## src/rtl/subu_arbiter.sv

```systemverilog
// subu_arbiter: round-robin sharing of one unsigned subtractor among NREQ
// requesters. One operation is accepted per cycle over valid/ready, and the
// result lands in a single output register tagged with requester id and borrow.
module subu_arbiter #(
  parameter int NREQ = 4,
  parameter int L1   = 8,
  parameter int L2   = 8,
  parameter int IDW  = 2
) (
  input  logic                              clk,
  input  logic                              rst_n,
  input  logic [NREQ-1:0]                   req_valid,
  input  logic [NREQ*L1-1:0]                req_in1,
  input  logic [NREQ*L2-1:0]                req_in2,
  output logic [NREQ-1:0]                   req_ready,
  output logic                              out_valid,
  input  logic                              out_ready,
  output logic [((L1 > L2) ? L1 : L2):0]    out_data,
  output logic                              out_borrow,
  output logic [IDW-1:0]                    out_id,
  output logic [15:0]                       op_count
);

  localparam int W = (L1 > L2) ? L1 : L2;

  typedef enum logic {EMPTY = 1'b0, FULL = 1'b1} state_t;

  state_t         state;
  logic [IDW-1:0] ptr;
  logic [IDW-1:0] gnt_idx;
  logic           gnt_vld;
  logic           can_accept;
  logic [L1-1:0]  sel1;
  logic [L2-1:0]  sel2;
  logic [W:0]     ext1;
  logic [W:0]     ext2;
  logic [W:0]     diff;

  assign out_valid  = (state == FULL);
  // Gating with rst_n keeps every grant low while reset is held.
  assign can_accept = rst_n & (~out_valid | out_ready);

  // Round-robin search: first pending request at or after ptr, wrapping.
  always_comb begin
    gnt_vld = 1'b0;
    gnt_idx = '0;
    for (int k = 0; k < NREQ; k++) begin
      int idx;
      idx = int'(ptr) + k;
      if (idx >= NREQ) idx = idx - NREQ;
      if (!gnt_vld && can_accept && req_valid[idx]) begin
        gnt_vld = 1'b1;
        gnt_idx = IDW'(idx);
      end
    end
  end

  assign req_ready = gnt_vld ? (NREQ'(1) << gnt_idx) : '0;

  // Operand mux into the single shared subtractor; W+1 bits carry the borrow.
  always_comb begin
    sel1 = req_in1[gnt_idx*L1 +: L1];
    sel2 = req_in2[gnt_idx*L2 +: L2];
    ext1 = '0;
    ext2 = '0;
    ext1[L1-1:0] = sel1;
    ext2[L2-1:0] = sel2;
    diff = ext1 - ext2;
  end

  // Output register FSM: a grant always loads; an accepted drain with no
  // grant empties; otherwise the result is held frozen.
  always_ff @(posedge clk or negedge rst_n) begin
    if (!rst_n) begin
      state      <= EMPTY;
      out_data   <= '0;
      out_borrow <= 1'b0;
      out_id     <= '0;
    end else begin
      case (state)
        EMPTY: begin
          if (gnt_vld) begin
            state      <= FULL;
            out_data   <= diff;
            out_borrow <= diff[W];
            out_id     <= gnt_idx;
          end
        end
        FULL: begin
          if (gnt_vld) begin
            out_data   <= diff;
            out_borrow <= diff[W];
            out_id     <= gnt_idx;
          end else if (out_ready) begin
            state <= EMPTY;
          end
        end
        default: state <= EMPTY;
      endcase
    end
  end

  // Pointer moves to the slot after the winner so it gets lowest priority next.
  always_ff @(posedge clk or negedge rst_n) begin
    if (!rst_n) begin
      ptr <= '0;
    end else if (gnt_vld) begin
      if (gnt_idx == IDW'(NREQ - 1)) ptr <= '0;
      else                           ptr <= gnt_idx + 1'b1;
    end
  end

  // Completed-transfer counter, saturating at all ones.
  always_ff @(posedge clk or negedge rst_n) begin
    if (!rst_n) begin
      op_count <= '0;
    end else if (out_valid && out_ready && (op_count != 16'hFFFF)) begin
      op_count <= op_count + 16'd1;
    end
  end

endmodule

```

## config.mk

```make
export PLATFORM = sky130hd
export DESIGN_NAME = subu_arbiter
export DESIGN_NICKNAME = d
export VERILOG_FILES = /design/src/rtl/subu_arbiter.sv
export SDC_FILE = /design/constraint.sdc
export NUM_CORES = 1
export LEC_CHECK = 0
export ABC_AREA = 1
export BUFFER_PORTS_ARGS = -buffer_cell sky130_fd_sc_hd__buf_2
export CAP_MARGIN = 40
export CORE_MARGIN = 4
export CORE_UTILIZATION = 46
export DETAILED_ROUTE_END_ITERATION = 6
export GPL_ROUTABILITY_DRIVEN = 0
export PLACE_DENSITY_LB_ADDON = 0.12
export SETUP_SLACK_MARGIN = 0.15
export SYNTH_ARGS = -nofsm -noshare
export SYNTH_HDL_FRONTEND = slang
export SYNTH_SLANG_ARGS = --single-unit
```

## constraint.sdc

```tcl
create_clock -name clk -period 4.2 [get_ports clk]
set_input_delay 0.63 -clock clk [delete_from_list [all_inputs] [get_ports clk]]
set_output_delay 0.63 -clock clk [all_outputs]
set_load 0.01 [all_outputs]
```

## Word level (Yosys, flattened, before mapping)

Index checks and enable logic that the tools add are counted.

| operators by class | value |
|---|---|
| $add $sub $neg | 10 |
| $lt $le $gt $ge | 8 |
| eq/ne operators | 2 |
| shifts and indexed selects | 3 |
| mux-type cells | 33 |
| bitwise gates (word level) | 3 |
| reduce and logical (&&, ||, !) cells | 12 |

Operator list:

| operator | number |
|---|---|
| 32-bit by 4-bit less-than comparator with 1-bit output, second input constant | 4 |
| 32-bit 2-to-1 mux | 4 |
| 32-bit by 6-bit variable part select with 8-bit output | 2 |
| 16-bit by 1-bit adder with 16-bit output, second input constant | 1 |
| 1-bit 2-to-1 mux | 16 |
| 16-bit != test, second input constant | 1 |
| 2-bit 2-to-1 mux | 6 |
| 3-bit by 3-bit subtractor with 4-bit output, second input constant | 3 |
| 3-bit greater-or-equal comparator, second input constant | 3 |
| 1-bit logical AND | 9 |
| 9-bit 2-to-1 mux | 1 |
| 8-bit by 8-bit subtractor with 9-bit output | 1 |
| 1-bit binary-select mux with 2-bit select | 4 |
| 2-bit by 2-bit adder with 3-bit output, second input constant | 2 |
| 4-bit 2-to-1 mux | 1 |
| 1-bit by 2-bit left shift with 4-bit output, first input constant | 1 |
| 2-bit by 3-bit subtractor with 4-bit output, second input constant | 1 |
| 2-bit by 1-bit adder with 3-bit output, second input constant | 1 |
| 2-bit by 3-bit greater-or-equal comparator with 1-bit output, second input constant | 1 |
| 1-bit zero test | 3 |
| 2-bit by 1-bit adder with 2-bit output, second input constant | 1 |
| 2-bit equality test, second input constant | 1 |
| 1-bit case mux with 2 select lines | 1 |
| 1-bit bitwise AND | 1 |
| other kinds (2) | 2 |

| storage, ports and cells | value |
|---|---|
| register bits after elaboration | 31 |
| output and inout port bits | 33 |
| word-level logic and storage cells | 77 |

## Depth between registers and ports, before layout

Gate-level depths: netlist of the first run.

| logic depth | value |
|---|---|
| depth after elaboration | 22 |
| depth in mapped cells | 26 |
| mapped depth without buffers | 25 |

## Worst setup path after synthesis of the first run

No wires, ideal clock.

| timing path | value |
|---|---|
| kind | input -> register |
| from | input req_valid[2] |
| to | register out_data[8] (netlist name) |
| arrival | 2934 ps |
| data required time | 4135 ps |
| path slack | 1201 ps |
| stages on the path | 24 |
| path through | inv_1 > nand2_1 > nand2_1 > nand2_2 > nand2_4 > nand4_4 > nor2_8 > nand2_4 > buf_4 > nand3_1 > nand3_1 > nand2_1 > ha_1 > inv_1 > fa_1 > nand3_1 > nand3_1 > nand2_1 > nand2_1 > nand2_1 > a21oi_1 > o21ai_0 > nand3b_1 > nand2_1 |

| between the ends | value |
|---|---|
| word-level cells in the longest chain between the ends | 20 |
| elaborated cells between the ends (all ways) | 34 |
| classes of those cells | add/sub: 1; shift: 2; mux: 21; reduce/logical: 10 |

Ends and longest elaborated chain:

| item | line | text |
|---|---|---|
| start: declaration | 12 | `input logic [NREQ-1:0] req_valid,` |
| 1-bit binary-select mux with 2-bit select | 51 | `if (!gnt_vld && can_accept && req_valid[idx]) begin` |
| 1-bit 2-to-1 mux (not written as such) (2 in series) | 51 |  |
| 1-bit logical AND | 51 |  |
| 1-bit 2-to-1 mux | 51 |  |
| 1-bit zero test | 51 |  |
| 1-bit logical AND (2 in series) | 51 |  |
| 1-bit 2-to-1 mux | 51 |  |
| 1-bit zero test | 51 |  |
| 1-bit logical AND (2 in series) | 51 |  |
| 1-bit 2-to-1 mux | 51 |  |
| 1-bit zero test | 51 |  |
| 1-bit logical AND (2 in series) | 51 |  |
| 2-bit 2-to-1 mux | 51 |  |
| 32-bit by 6-bit variable part select with 8-bit output (on tied branches) | 62, 63 |  |
| 8-bit by 8-bit subtractor with 9-bit output | 68 | `diff = ext1 - ext2;` |
| 9-bit 2-to-1 mux | 82, 90 |  |
| end signal: assignment | 84 | `out_data <= diff;` |
| end signal: assignment | 91 | `out_data <= diff;` |
| end: declaration | 18 | `output logic [((L1 > L2) ? L1 : L2):0] out_data,` |

Several ways; a longest one is shown, not always the timed one. The select of a mux whose other input is x is not followed.
A chain may end at the register's enable or synchronous reset.

## Worst setup path after layout of the first run

| timing path | value |
|---|---|
| from | register ptr[0] |
| to | register out_data[8] (netlist name) |

| between the ends | value |
|---|---|
| word-level cells in the longest chain between the ends | 22 |
| elaborated cells between the ends (all ways) | 49 |
| classes of those cells | add/sub: 8; order compare: 4; shift: 2; mux: 25; reduce/logical: 10 |

Ends and longest elaborated chain:

| item | line | text |
|---|---|---|
| start: declaration | 29 | `logic [IDW-1:0] ptr;` |
| start signal: assignment | 109 | `else ptr <= gnt_idx + 1'b1;` |
| 2-bit by 3-bit subtractor with 4-bit output or 2-bit by 3-bit greater-or-equal comparator with 1-bit output (tied branches) | 50 | `if (idx >= NREQ) idx = idx - NREQ;` |
| 32-bit 2-to-1 mux | 50 |  |
| 1-bit binary-select mux with 2-bit select | 51 |  |
| 1-bit 2-to-1 mux (not written as such) (2 in series) | 51 |  |
| 1-bit logical AND | 51 |  |
| 1-bit 2-to-1 mux | 51 |  |
| 1-bit zero test | 51 |  |
| 1-bit logical AND (2 in series) | 51 |  |
| [2 not listed] | -- |  |
| 1-bit logical AND (2 in series) | 51 |  |
| 1-bit 2-to-1 mux | 51 |  |
| 1-bit zero test | 51 |  |
| 1-bit logical AND (2 in series) | 51 |  |
| 2-bit 2-to-1 mux | 51 |  |
| 32-bit by 6-bit variable part select with 8-bit output (on tied branches) | 62, 63 |  |
| 8-bit by 8-bit subtractor with 9-bit output | 68 |  |
| 9-bit 2-to-1 mux | 82, 90 |  |

Several ways; a longest one is shown, not always the timed one. The select of a mux whose other input is x is not followed.

==> summary.txt, run 1 <==
Clocking
  – Cts repair resizes: 0
  – Hold-fix buffers, CTS: 0
  – Clk_lat worst skew: 0.28 ns
  – H-tree level count: 2
  – Clk root buf: clkbuf_8
  – Clk buf depth: 2
  – Clock-pin slew on the worst setup and hold paths: about 0.07 ns
  – Post-CTS Setup Bufs: 0
  – Total CTS buffers: 5
  – CTS tree: done
  – # clock sinks: 30

Setup path
  – CP delay by family, top: simple AND/OR/NAND/NOR gates
  – Required time worst endpoint: approximately 4.4 ns
  – CP Capture Type: register
  – Setup crit start kind: register
  – Crit path largest cell delay: a little over 0.6 ns
  – Crit Path Max Fanout: 36
  – CP most frequent cell: nand2_1
  – Crit-path cells: inv_8 > nand2_2 > nand3_2 > nand2_4 > o21ai_0 > inv_1 > nand2_1 > nand2_4 > nand2_8 > nand2_1 > nand3_1 > nand2_1 > ha_1 > inv_1 > fa_1 > nand3_1 > nand3_1 > nand2_1 > nand2_1 > nand2_1 > a21oi_1 > o21ai_0 > nand3b_1 > nand2_1
  – Critical R2R Capture: out_data[8]
  – Reg2reg path depth: 24
  – Data arrival time of the critical path: 3.74 ns
  – R2r setup slk: 0.68 ns
  – Critical Path Source: ptr[0]
  – Crit path kind: register to register
  – Reg2Reg Launch Point: ptr[0]
  – Worst path slowest cell: dfrtp_1
  – Count of buffer and inverter cells on the critical path: 3

Finish
  – # fillers: around 600
  – Layout Cells excl Fill: around 590
  – Commonest non-fill, non-tap cell in the layout: nand2_1
  – Area of the multi-input gates: ~0.0018 sq mm
  – N_diodes: 0
  – Area delta synth->final: 19.1%
  – Final Util: 0.579
  – Nets: approximately 600
  – Most frequent cells in the layout: 118 x nand2_1, 103 x buf_2, 75 x nand3_1, 58 x inv_1, 30 x dfrtp_1
  – Layout cells sized above 1: 0.301
  – Sequential Area: between 700 and 800 sq um

Global route
  – Total track usage: 0.191
  – Vias in the first global route: 2856
  – Total congestion overflow: 0
  – First-pass GRT wire length: ~12000 um
  – Largest net degree at the start of global routing: 37
  – Antenna violations before repair: 0

Run status
  – Status: finished, final reports clean

Floorplanning
  – IO Count: ~100
  – Initial Util: 0.486
  – Die area: around 0.0078 sq mm
  – DIE WIDTH: a little under 90 um
  – # rows: 28
  – Core area: 0.00606 sq mm
  – Die height: approximately 88 um

Flow run
  – Maximum Capacitance Violations: 0

Pwr
  – Sw frac: 0.530
  – Internal power: between 1000 and 1500 uW
  – Worst vdd ir: about 0.41 mV
  – Sequential share of power: 0.169
  – PD cells: between 800 and 900 mW/mm^2
  – Leak Pwr: 0.00207 uW
  – Comb power frac: 0.750
  – Sw power: about 1600 uW
  – Clock power share: 0.080

Detailed routing
  – Routed wl met2: roughly 3300 um
  – DR iter-0 viols: 94
  – Met3 wire length: a little over 500 um
  – DR vias: around 3000
  – DRT Pass-1 Iters: 4
  – Routed vias/inst: approximately 5
  – DRT Wirelength: between 7000 and 8000 um
  – Routed wire length per instance: 11.8 um
  – # DRC: 0
  – Met1 WL: 3070 um
  – Antenna-violating nets left: 0
  – Uppermost layer routed: met4

Synthesis
  – Syn Area/Cell: 6.99 sq um
  – Yosys warning total: 0
  – Synthesized cell area: 0.00295 sq mm
  – Distinct cell type count after synthesis: 33
  – Cells after synthesis: ~420
  – Top-area cell type share of the netlist area: 0.255
  – Top cells by area, synth: dfrtp_1 25%, nand2_1 15%, nand3_1 13%
  – Register area share after synthesis: 0.255
  – Mapped Nets: 507
  – Cell accounting for the most synthesized area: dfrtp_1
  – Yosys reg bits: 30

STA
  – Worst-Margin Slew: roughly 0.46 ns
  – Endpoints failing setup: 0
  – Clock Skew: ~0.006 ns
  – Max Slew Vio Count: 0
  – Final hold violations: 0
  – Max frequency: between 0.2 and 0.3 GHz
  – Rel. slew slack: 0.692
  – Min cycle time layout: ~3.5 ns
  – Fin Setup TNS: 0 ns
  – RSZ-0062 raised after global routing: false
  – Hold Slack: between 0.3 and 0.4 ns
  – Final Cycle Share: 0.839
  – Worst Slack Setup Final: roughly 0.68 ns

Placed design
  – Worst slack at placement: just under 0.6 ns
  – Placed Cells: slightly below 600
  – Post-DP HPWL: between 5000 and 6000 um
  – PortBufs: ~100

Worst hold path
  – HP Class: input pin to asynchronous set/reset pin
state kept, by name (all words and copies together), names as in the netlist:
name       count
ptr            2
out_valid      1
out_data       9
out_id         2
op_count      16
cells in the mapped netlist:
| cell | n |
|---|---|
| buf_2 | 6 |
| nor3_1 | 7 |
| o21ai_0 | 13 |
| fa_1 | 1 |
| nand4_1 | 4 |
| inv_4 | 1 |
| buf_12 | 2 |
| nor2_1 | 12 |
| o21ai_1 | 2 |
| nand2_1 | 118 |
| a21oi_1 | 4 |
| nand3b_1 | 2 |
| xnor2_1 | 9 |
| nand2_4 | 5 |
| ha_1 | 13 |
| a21o_1 | 1 |
| nand2_8 | 2 |
| inv_1 | 58 |
| nand3_2 | 11 |
| nand4_4 | 1 |
| o211ai_1 | 1 |
| dfrtp_1 | 30 |
| nand4_2 | 1 |
| buf_6 | 5 |
| inv_8 | 2 |
| inv_2 | 1 |
| xor2_1 | 11 |
| o21ai_2 | 1 |
| nor2_8 | 1 |
| buf_4 | 4 |
| nand3_1 | 75 |
| o221ai_1 | 1 |
| nand2_2 | 17 |
power by group through the flow:
stage                     logic [uW]  registers [uW]  clock network, uW
after CTS                       2250             502                245
after floorplan                 1880             502                  0
after detailed placement        2240             507                  0
after global placement          2210             505                  0
final                           2220             500                238
after global routing            2570             516                261
layout make-up:
| class | instances | area share |
|---|---|---|
| Sequential cell | 30 | 0.214 |
| Tap cell | 75 | 0.0267 |
| Multi-Input combinational cell | 313 | 0.510 |
| Clock inverter | 2 | 0.00356 |
| Clock buffer | 6 | 0.0235 |
| Timing Repair Buffer | 105 | 0.151 |
| Inverter | 62 | 0.0713 |
worst max-delay path by stage:
stage | end | slack (ns) | cells after the start
6_report | out_data[8] | 0.68 | 24
5_1_grt | out_data[8] | 0.28 | 24
4_1_cts | out_data[8] | 0.66 | 24
3_5_place_dp | out_data[8] | 0.59 | 22
3_3_place_gp | out_data[8] | 0.67 | 22
2_1_floorplan | out_data[8] | 1.20 | 24
through the flow:
stage / instance area (sq um) / total power [uW]
2_1_floorplan: 2950 / 2380
3_3_place_gp: 3420 / 2720
3_5_place_dp: 3420 / 2750
6_report: 3510 / 2960
5_1_grt: 3510 / 3340
4_1_cts: 3510 / 3000
worst reg2reg max path: stages (launching register included):
cell	delay (ns)
dfrtp_1	0.62
inv_8	0.10
nand2_2	0.10
nand3_2	0.09
nand2_4	0.12
o21ai_0	0.10
inv_1	0.08
nand2_1	0.08
nand2_4	0.30
nand2_8	0.23
nand2_1	0.11
nand3_1	0.06
nand2_1	0.07
ha_1	0.18
inv_1	0.07
fa_1	0.40
nand3_1	0.10
nand3_1	0.10
nand2_1	0.07
nand2_1	0.05
nand2_1	0.07
a21oi_1	0.08
o21ai_0	0.14
nand3b_1	0.09
nand2_1	0.06
per-layer routing:
layer,global-route usage,up-vias
li1,-,1530
met1,0.243,1315
met2,0.329,102
met3,0.0405,10
met4,0.0495,0
met5,0,-
logic make-up (layout without fill, tap and decap cells):
family | after synthesis | after routing | share of synthesized area
xor+xnor | 20 | 20 | 0.0594
flops | 30 | 30 | 0.255
fa+ha+maj | 14 | 14 | 0.0620
buf+inv | 79 | 175 | 0.138
compound gates | 23 | 23 | 0.0433
simple gates | 256 | 256 | 0.443
Power figures use the tool's default switching activity.
==> run 2: changes to the inputs <==
- clock period: 4.2 -> 3.6 ns (I/O delays scaled with it)
==> run 2 against run 1 <==
  * Combinational power up 31%
  * Clock power up 13%
  * Critical path depth down 1
  * Clock-buffer cell count up 1
  * Critical endpoint unchanged
  * Largest power group unchanged
  * Highest routed layer unchanged
==> summary.txt, run 2 (synthesis gave the netlist of run 1 again) <==
Run status
  – Status: finished, final reports clean

Setup path
  – Crit path capture: out_data[8]
  – Count of buffer and inverter cells on the critical path: 3 (unchanged)
  – CP most frequent cell: nand2_1
  – CP Capture Type: register
  – Worst path slowest cell: dfrtp_2
  – Setup crit start kind: register
  – Reg2reg path depth: 23 (-4.2%)
  – Critical R2R Capture: out_data[8]
  – CP delay by family, top: simple AND/OR/NAND/NOR gates
  – Crit path kind: register to register
  – Data arrival time of the critical path: 3.36 ns (-0.38 ns)
  – Crit Path Max Fanout: 7 (-81%)
  – Required time worst endpoint: 3.81 ns (-0.61 ns)
  – Crit-path cells: buf_4 > nand2_1 > nand3_2 > nand2_4 > nand4_2 > nand2_1 > nand2_4 > buf_4 > nand3_1 > nand3_1 > nand2_1 > ha_1 > inv_1 > fa_1 > nand3_1 > nand3_1 > nand2_1 > nand2_1 > nand2_1 > a21oi_1 > o21ai_1 > nand3b_1 > nand2_1
  – Crit path largest cell delay: 0.47 ns (-0.15 ns)
  – Critical Path Source: ptr[0]
  – R2r setup slk: 0.45 ns (-0.23 ns)
  – Critical path depth: 23 (-4.2%)
  – Reg2Reg Launch Point: ptr[0]

Global route
  – GR Util met3: 0.0282 (-0.0122)
  – Total track usage: 0.183 (-0.00789)
  – Antenna violations before repair: 0 (unchanged)
  – First-pass GRT wire length: 11800 um (-2.5%)
  – Met2 GRT Util: 0.310 (-0.0192)
  – Grt peak-use layer: met2
  – Vias in the first global route: 2807 (-1.7%)
  – Largest net degree at the start of global routing: 37 (unchanged)
  – Met1 GRT Util: 0.249 (+0.00591)
  – Total congestion overflow: 0 (unchanged)

Detailed routing
  – Antenna-violating nets left: 0 (unchanged)
  – DR vias: 3013 (+1.9%)
  – DRT Wirelength: 7310 um (+4.2%)
  – Routed wire length per instance: 11.9 um (+0.78%)
  – # DRC: 0 (unchanged)
  – DRT Pass-1 Iters: 4 (unchanged)
  – DR iter-0 viols: 120 (+28%)
  – Routed vias/inst: 4.92 (-1.4%)

Finish
  – Most frequent cells in the layout: 118 x nand2_1, 103 x buf_2, 75 x nand3_1, 58 x inv_1, 28 x dfrtp_1
  – Nets: 622 (+3.3%)
  – Biggest regs: op_count (16), out_data (9)
  – Area delta synth->final: 25.3%
  – Most flops, register: op_count
  – Max FFs per register: 16 (unchanged)
  – Layout cells sized above 1: 0.329 (+0.0278)
  – N_diodes: 0 (unchanged)
  – Commonest non-fill, non-tap cell in the layout: nand2_1

STA
  – Rel. slew slack: 0.702 (+0.00962)
  – Fin Setup TNS: 0 ns (unchanged)
  – Worst-Margin Slew: 0.446 ns (-0.0144 ns)
  – Min cycle time layout: 3.15 ns (-0.371 ns)
  – Hold Slack: 0.284 ns (-0.0840 ns)
  – RSZ-0062 raised after global routing: false
  – Max frequency: 0.317 GHz (+12%)
  – Endpoints failing setup: 0 (unchanged)
  – Final Cycle Share: 0.876 (+0.0368)
  – Max Slew Vio Count: 0 (unchanged)
  – Final hold violations: 0 (unchanged)
  – Clock Skew: 0.00195 ns (-0.00411 ns)

Clocking
  – H-tree level count: 2 (unchanged)
  – Clock-pin slew on the worst setup and hold paths: 0.06 ns (about the same)
  – Clk_lat worst skew: 0.27 ns (about the same)
  – Clk root buf: clkbuf_8
  – Clk buf depth: 2 (unchanged)
  – # clock sinks: 30 (unchanged)
  – Total CTS buffers: 5 (unchanged)
  – Hold-fix buffers, CTS: 0 (unchanged)
  – CTS tree: done

Pwr
  – Leak Pwr: 0.00218 uW (+5.2%)
  – PD cells: 1020 mW/mm^2 (+21%)
  – Worst vdd ir: 0.550 mV (+33%)

Flow run
  – Maximum Capacitance Violations: 0 (unchanged)

Floorplanning
  – Core area: 0.00606 sq mm (unchanged)
  – Initial Util: 0.486 (unchanged)
  – Die area: 0.00775 sq mm (unchanged)
  – IO Count: 104 (unchanged)
  – Die height: 88.1 um (unchanged)
  – # rows: 28 (unchanged)
  – DIE WIDTH: 88.1 um (unchanged)

Placed design
  – Post-DP HPWL: 5600 um (about the same)
  – PortBufs: 103 (unchanged)

Worst hold path
  – HP Class: input pin to asynchronous set/reset pin
[run 2: cell count changes in the layout (fill, tap and decap cells not counted), moves of 2 or more]
| cell | delta |
|---|---|
| o21ai_0 | -2 |
| o21ai_1 | +2 |
| buf_4 | +16 |
| dfrtp_2 | +2 |
| dfrtp_1 | -2 |
| buf_6 | +2 |
[run 2: per-stage QoR]
stage	instance area [sq um]	std cells	utilization	total power, uW	setup WS (ns)
floorplan	2950	422	-	2780	0.691
detailed placement	3430	587	0.566	3230	0.272
global placement	3430	587	0.566	3190	0.360
CTS	3520	595	0.581	3510	0.274
finish	3690	613	0.609	3760	0.448
global route	3690	613	0.609	4200	0.144
[run 2: area by class of cell]
type / instances / area (sq um)
clock inverter: 1 / 5.00
inverter: 62 / 259
tap: 75 / 93.8
timing repair buffer: 124 / 693
sequential: 30 / 753
fill: 586 / 2370
multi-input combinational: 314 / 1800
clock buffer: 7 / 86.3
[run 2: metal layers]
metal / wire length [um] / vias up
met4: 93 / 0
met1: 3290 / 1339
met3: 467 / 10
met2: 3460 / 96
li1: - / 1568
met5: 0 / -
[run 2: where the power goes]
part           internal [uW]  switching [uW]  leakage, uW
sequential               462             120     0.000372
clock                    154             116    0.0000482
combinational           1220            1690      0.00176
total                   1830            1930      0.00218
[run 2: how the worst min path moves through the flow]
stage	from	slack, ns	cells after the start	to
3_5_place_dp	out_id[0]	0.46	2	out_id[0]
3_3_place_gp	out_id[0]	0.46	2	out_id[0]
6_report	rst_n	0.28	2	op_count[12]
2_1_floorplan	rst_n	0.24	0	op_count[0]
5_1_grt	rst_n	0.32	2	out_data[1]
4_1_cts	rst_n	0.30	2	op_count[12]
[run 2: timing repair]
| action | 4_1_cts | 5_1_grt |
|---|---|---|
| endpoints found under the setup margin | 0 | 5 |
| buffers inserted | 0 | 17 |
| hold endpoints to repair | 0 | 0 |
| resized for setup | 0 | 11 |
==> run 3: changes to the inputs <==
- clock period: 3.6 -> 2.9 ns (I/O delays scaled with it)
==> run 3 against run 2 <==
  * The flow now finishes with violations (setup timing)
  * Highest routed layer unchanged
  * Register-to-register slack lost 0.49 ns
  * Power grew 74%
  * Design area grew 22%
  * Clock skew grew 0.0075 ns
  * Final cell count grew 6.9%
  * Utilization grew 13 points
  * Critical path depth shrank 1
  * Via count grew 9.2%
  * Fmax grew 7.2%
  * Critical path type unchanged
==> summary.txt, run 3 (synthesis gave the netlist of run 1 again) <==
Pwr
  – Leak Pwr: 0.00251 uW (+15%)
  – Comb power frac: 0.841 (+0.068)
  – Sequential share of power: 0.108 (-0.047)
  – Worst vdd ir: 0.974 mV (+77%)
  – PD cells: 1460 mW/mm^2 (+43%)
  – Sw power: 3090 uW (+60%)
  – Clock power share: 0.051 (-0.021)
  – Internal power: 3460 uW (+89%)
  – Sw frac: 0.471 (-0.0414)

Setup path
  – Crit-path cells: buf_12 > nand2_1 > nand3_2 > nand2_4 > nand2_1 > o21ai_2 > nand2_2 > nand3_2 > nand3_2 > nand2_4 > ha_4 > inv_2 > fa_2 > nand3_2 > nand3_2 > nand2_1 > nand2_1 > nand2_2 > a21oi_2 > o21ai_1 > nand3b_1 > nand2_1
  – Required time worst endpoint: 3.12 ns (-0.69 ns)
  – Critical R2R Capture: out_data[8]
  – Crit path kind: register to register
  – Data arrival time of the critical path: 3.16 ns (-0.20 ns)
  – Crit path largest cell delay: 0.42 ns (-0.05 ns)
  – R2r setup slk: -0.04 ns (-0.49 ns)
  – Reg2reg path depth: 22 (-4.3%)
  – Worst path slowest cell: dfrtp_2
  – CP Capture Type: register
  – Reg2Reg Launch Point: ptr[0]
  – Setup crit start kind: register
  – Crit Path Max Fanout: 7 (unchanged)

Finish
  – Sequential Area: 753 sq um (unchanged)
  – Most flops, register: op_count
  – Commonest non-fill, non-tap cell in the layout: buf_2
  – Area of the multi-input gates: 0.00219 sq mm (+22%)
  – # fillers: 475 (-19%)
  – Layout cells sized above 1: 0.471 (+0.142)
  – Biggest regs: op_count (16), out_data (9)
  – Layout Cells excl Fill: 655 (+6.9%)
  – Nets: 664 (+6.8%)
  – Area delta synth->final: 52.6%
  – Final Util: 0.742 (+0.133)
  – Most frequent cells in the layout: 104 x buf_2, 94 x nand2_1, 61 x nand3_1, 56 x inv_1, 45 x buf_4
  – Design Area, Final: 0.00450 sq mm (+22%)
  – Max FFs per register: 16 (unchanged)
  – N_diodes: 0 (unchanged)

Detailed routing
  – Routed vias/inst: 5.02 (+2.2%)
  – DRT Wirelength: 8280 um (+13%)
  – DR iter-0 viols: 88 (-27%)
  – DRT Pass-1 Iters: 4 (unchanged)
  – Routed wire length per instance: 12.6 um (+6.0%)
  – Antenna-violating nets left: 0 (unchanged)
  – # DRC: 0 (unchanged)
  – DR vias: 3291 (+9.2%)

Floorplanning
  – Initial Util: 0.486 (unchanged)
  – Die height: 88.1 um (unchanged)
  – # rows: 28 (unchanged)
  – Core area: 0.00606 sq mm (unchanged)
  – DIE WIDTH: 88.1 um (unchanged)
  – IO Count: 104 (unchanged)
  – Die area: 0.00775 sq mm (unchanged)

STA
  – Clock Skew: 0.00950 ns (+0.00754 ns)
  – Max frequency: 0.340 GHz (+7.2%)
  – Max Slew Vio Count: 0 (unchanged)
  – Endpoints failing setup: 4 (+4)
  – Worst-Margin Slew: 0.449 ns (+0.00259 ns)
  – Final Cycle Share: 1.01 (+0.138)
  – Fin Setup TNS: -0.0977 ns (-0.0977 ns)
  – Worst Slack Setup Final: -0.0398 ns (-0.488 ns)
  – Rel. slew slack: 0.700 (-0.00173)
  – RSZ-0062 raised after global routing: true
  – Final hold violations: 0 (unchanged)
  – Min cycle time layout: 2.94 ns (-0.212 ns)

Placed design
  – Worst slack at placement: -0.153 ns (-0.425 ns)
  – PortBufs: 103 (unchanged)
  – Placed Cells: 619 (+5.5%)
  – Post-DP HPWL: 5840 um (+4.4%)
  – Placed instance area: 0.00377 sq mm (+9.8%)

Global route
  – Total track usage: 0.207 (+0.0236)
  – Vias in the first global route: 3166 (+13%)
  – First-pass GRT wire length: 13000 um (+10%)
  – Largest net degree at the start of global routing: 31 (-16%)
  – Total congestion overflow: 0 (unchanged)
  – Antenna violations before repair: 0 (unchanged)

Clocking
  – Clk root buf: clkbuf_8
  – Clock-pin slew on the worst setup and hold paths: 0.07 ns (about the same)
  – Clk_lat worst skew: 0.28 ns (about the same)
  – CTS tree: done
  – Hold-fix buffers, CTS: 0 (unchanged)
  – Clk buf depth: 2 (unchanged)
  – Total CTS buffers: 5 (unchanged)
  – # clock sinks: 30 (unchanged)
  – H-tree level count: 2 (unchanged)

Run status
  – Failing checks: setup timing
  – Status: finished, violations left

Worst hold path
  – HP Class: input pin to asynchronous set/reset pin

Flow run
  – Maximum Capacitance Violations: 0 (unchanged)
[run 3: changes by cell type in the layout (fill, tap and decap cells not counted), moves of 6 or more]
cell / change
nand2_1: -24
ha_4: +7
nand3_1: -14
buf_4: +27
ha_1: -8
buf_6: +6
nand2_4: +12
nand3_2: +11
nand2_2: +11
[run 3: cell type report]
cell class	count	area share
multi-input combinational	315	0.487
timing repair buffer	165	0.246
sequential	30	0.167
inverter	62	0.0584
tap	75	0.0209
clock buffer	7	0.0192
clock inverter	1	0.00111
[run 3: layer usage]
| layer | vias up | share of wire | GRT usage |
|---|---|---|---|
| met4 | 0 | 0.021 | 0.0769 |
| met2 | 117 | 0.50 | 0.367 |
| li1 | 1659 | - | - |
| met5 | - | 0 | 0 |
| met1 | 1488 | 0.42 | 0.253 |
| met3 | 27 | 0.056 | 0.0282 |
[run 3: repair_timing]
item	CTS	global route
endpoints found under the setup margin	11	11
resized for setup	45	39
buffers inserted	18	7
pin swaps	10	18
cloned	2	1
[run 3: how the worst max path moves through the flow]
stage | from | end | cells after the start
after floorplan | ptr[0] | out_data[8] | 25
after global placement | ptr[0] | out_data[8] | 24
after detailed placement | ptr[0] | out_data[8] | 23
after CTS | ptr[1] | out_data[8] | 24
after global routing | ptr[0] | out_data[8] | 27
final | ptr[0] | out_data[8] | 22
[run 3: worst max-delay path, delay by kind of cell, from the launching register on]
family	cells	cell delay, ns
adders and majority gates	2	0.47
AOI/OAI and AO/OA	3	0.41
and+or+nand+nor	15	1.40
DFF	1	0.42
buffers and inverters	2	0.19
[run 3: per-stage QoR]
stage	hold slack, ns	total power, uW
finish	0.159	6550
global route	0.204	7210
CTS	0.177	5890
detailed placement	0.466	4710
global placement	0.463	4650
floorplan	0.139	3580
[run 3: power groups by stage]
stage	Clock, uW	Combinational, uW	Sequential [uW]
2_1_floorplan	0	2850	728
3_3_place_gp	0	3930	721
3_5_place_dp	0	3980	725
4_1_cts	343	4840	703
5_1_grt	366	6120	723
6_report	337	5510	705
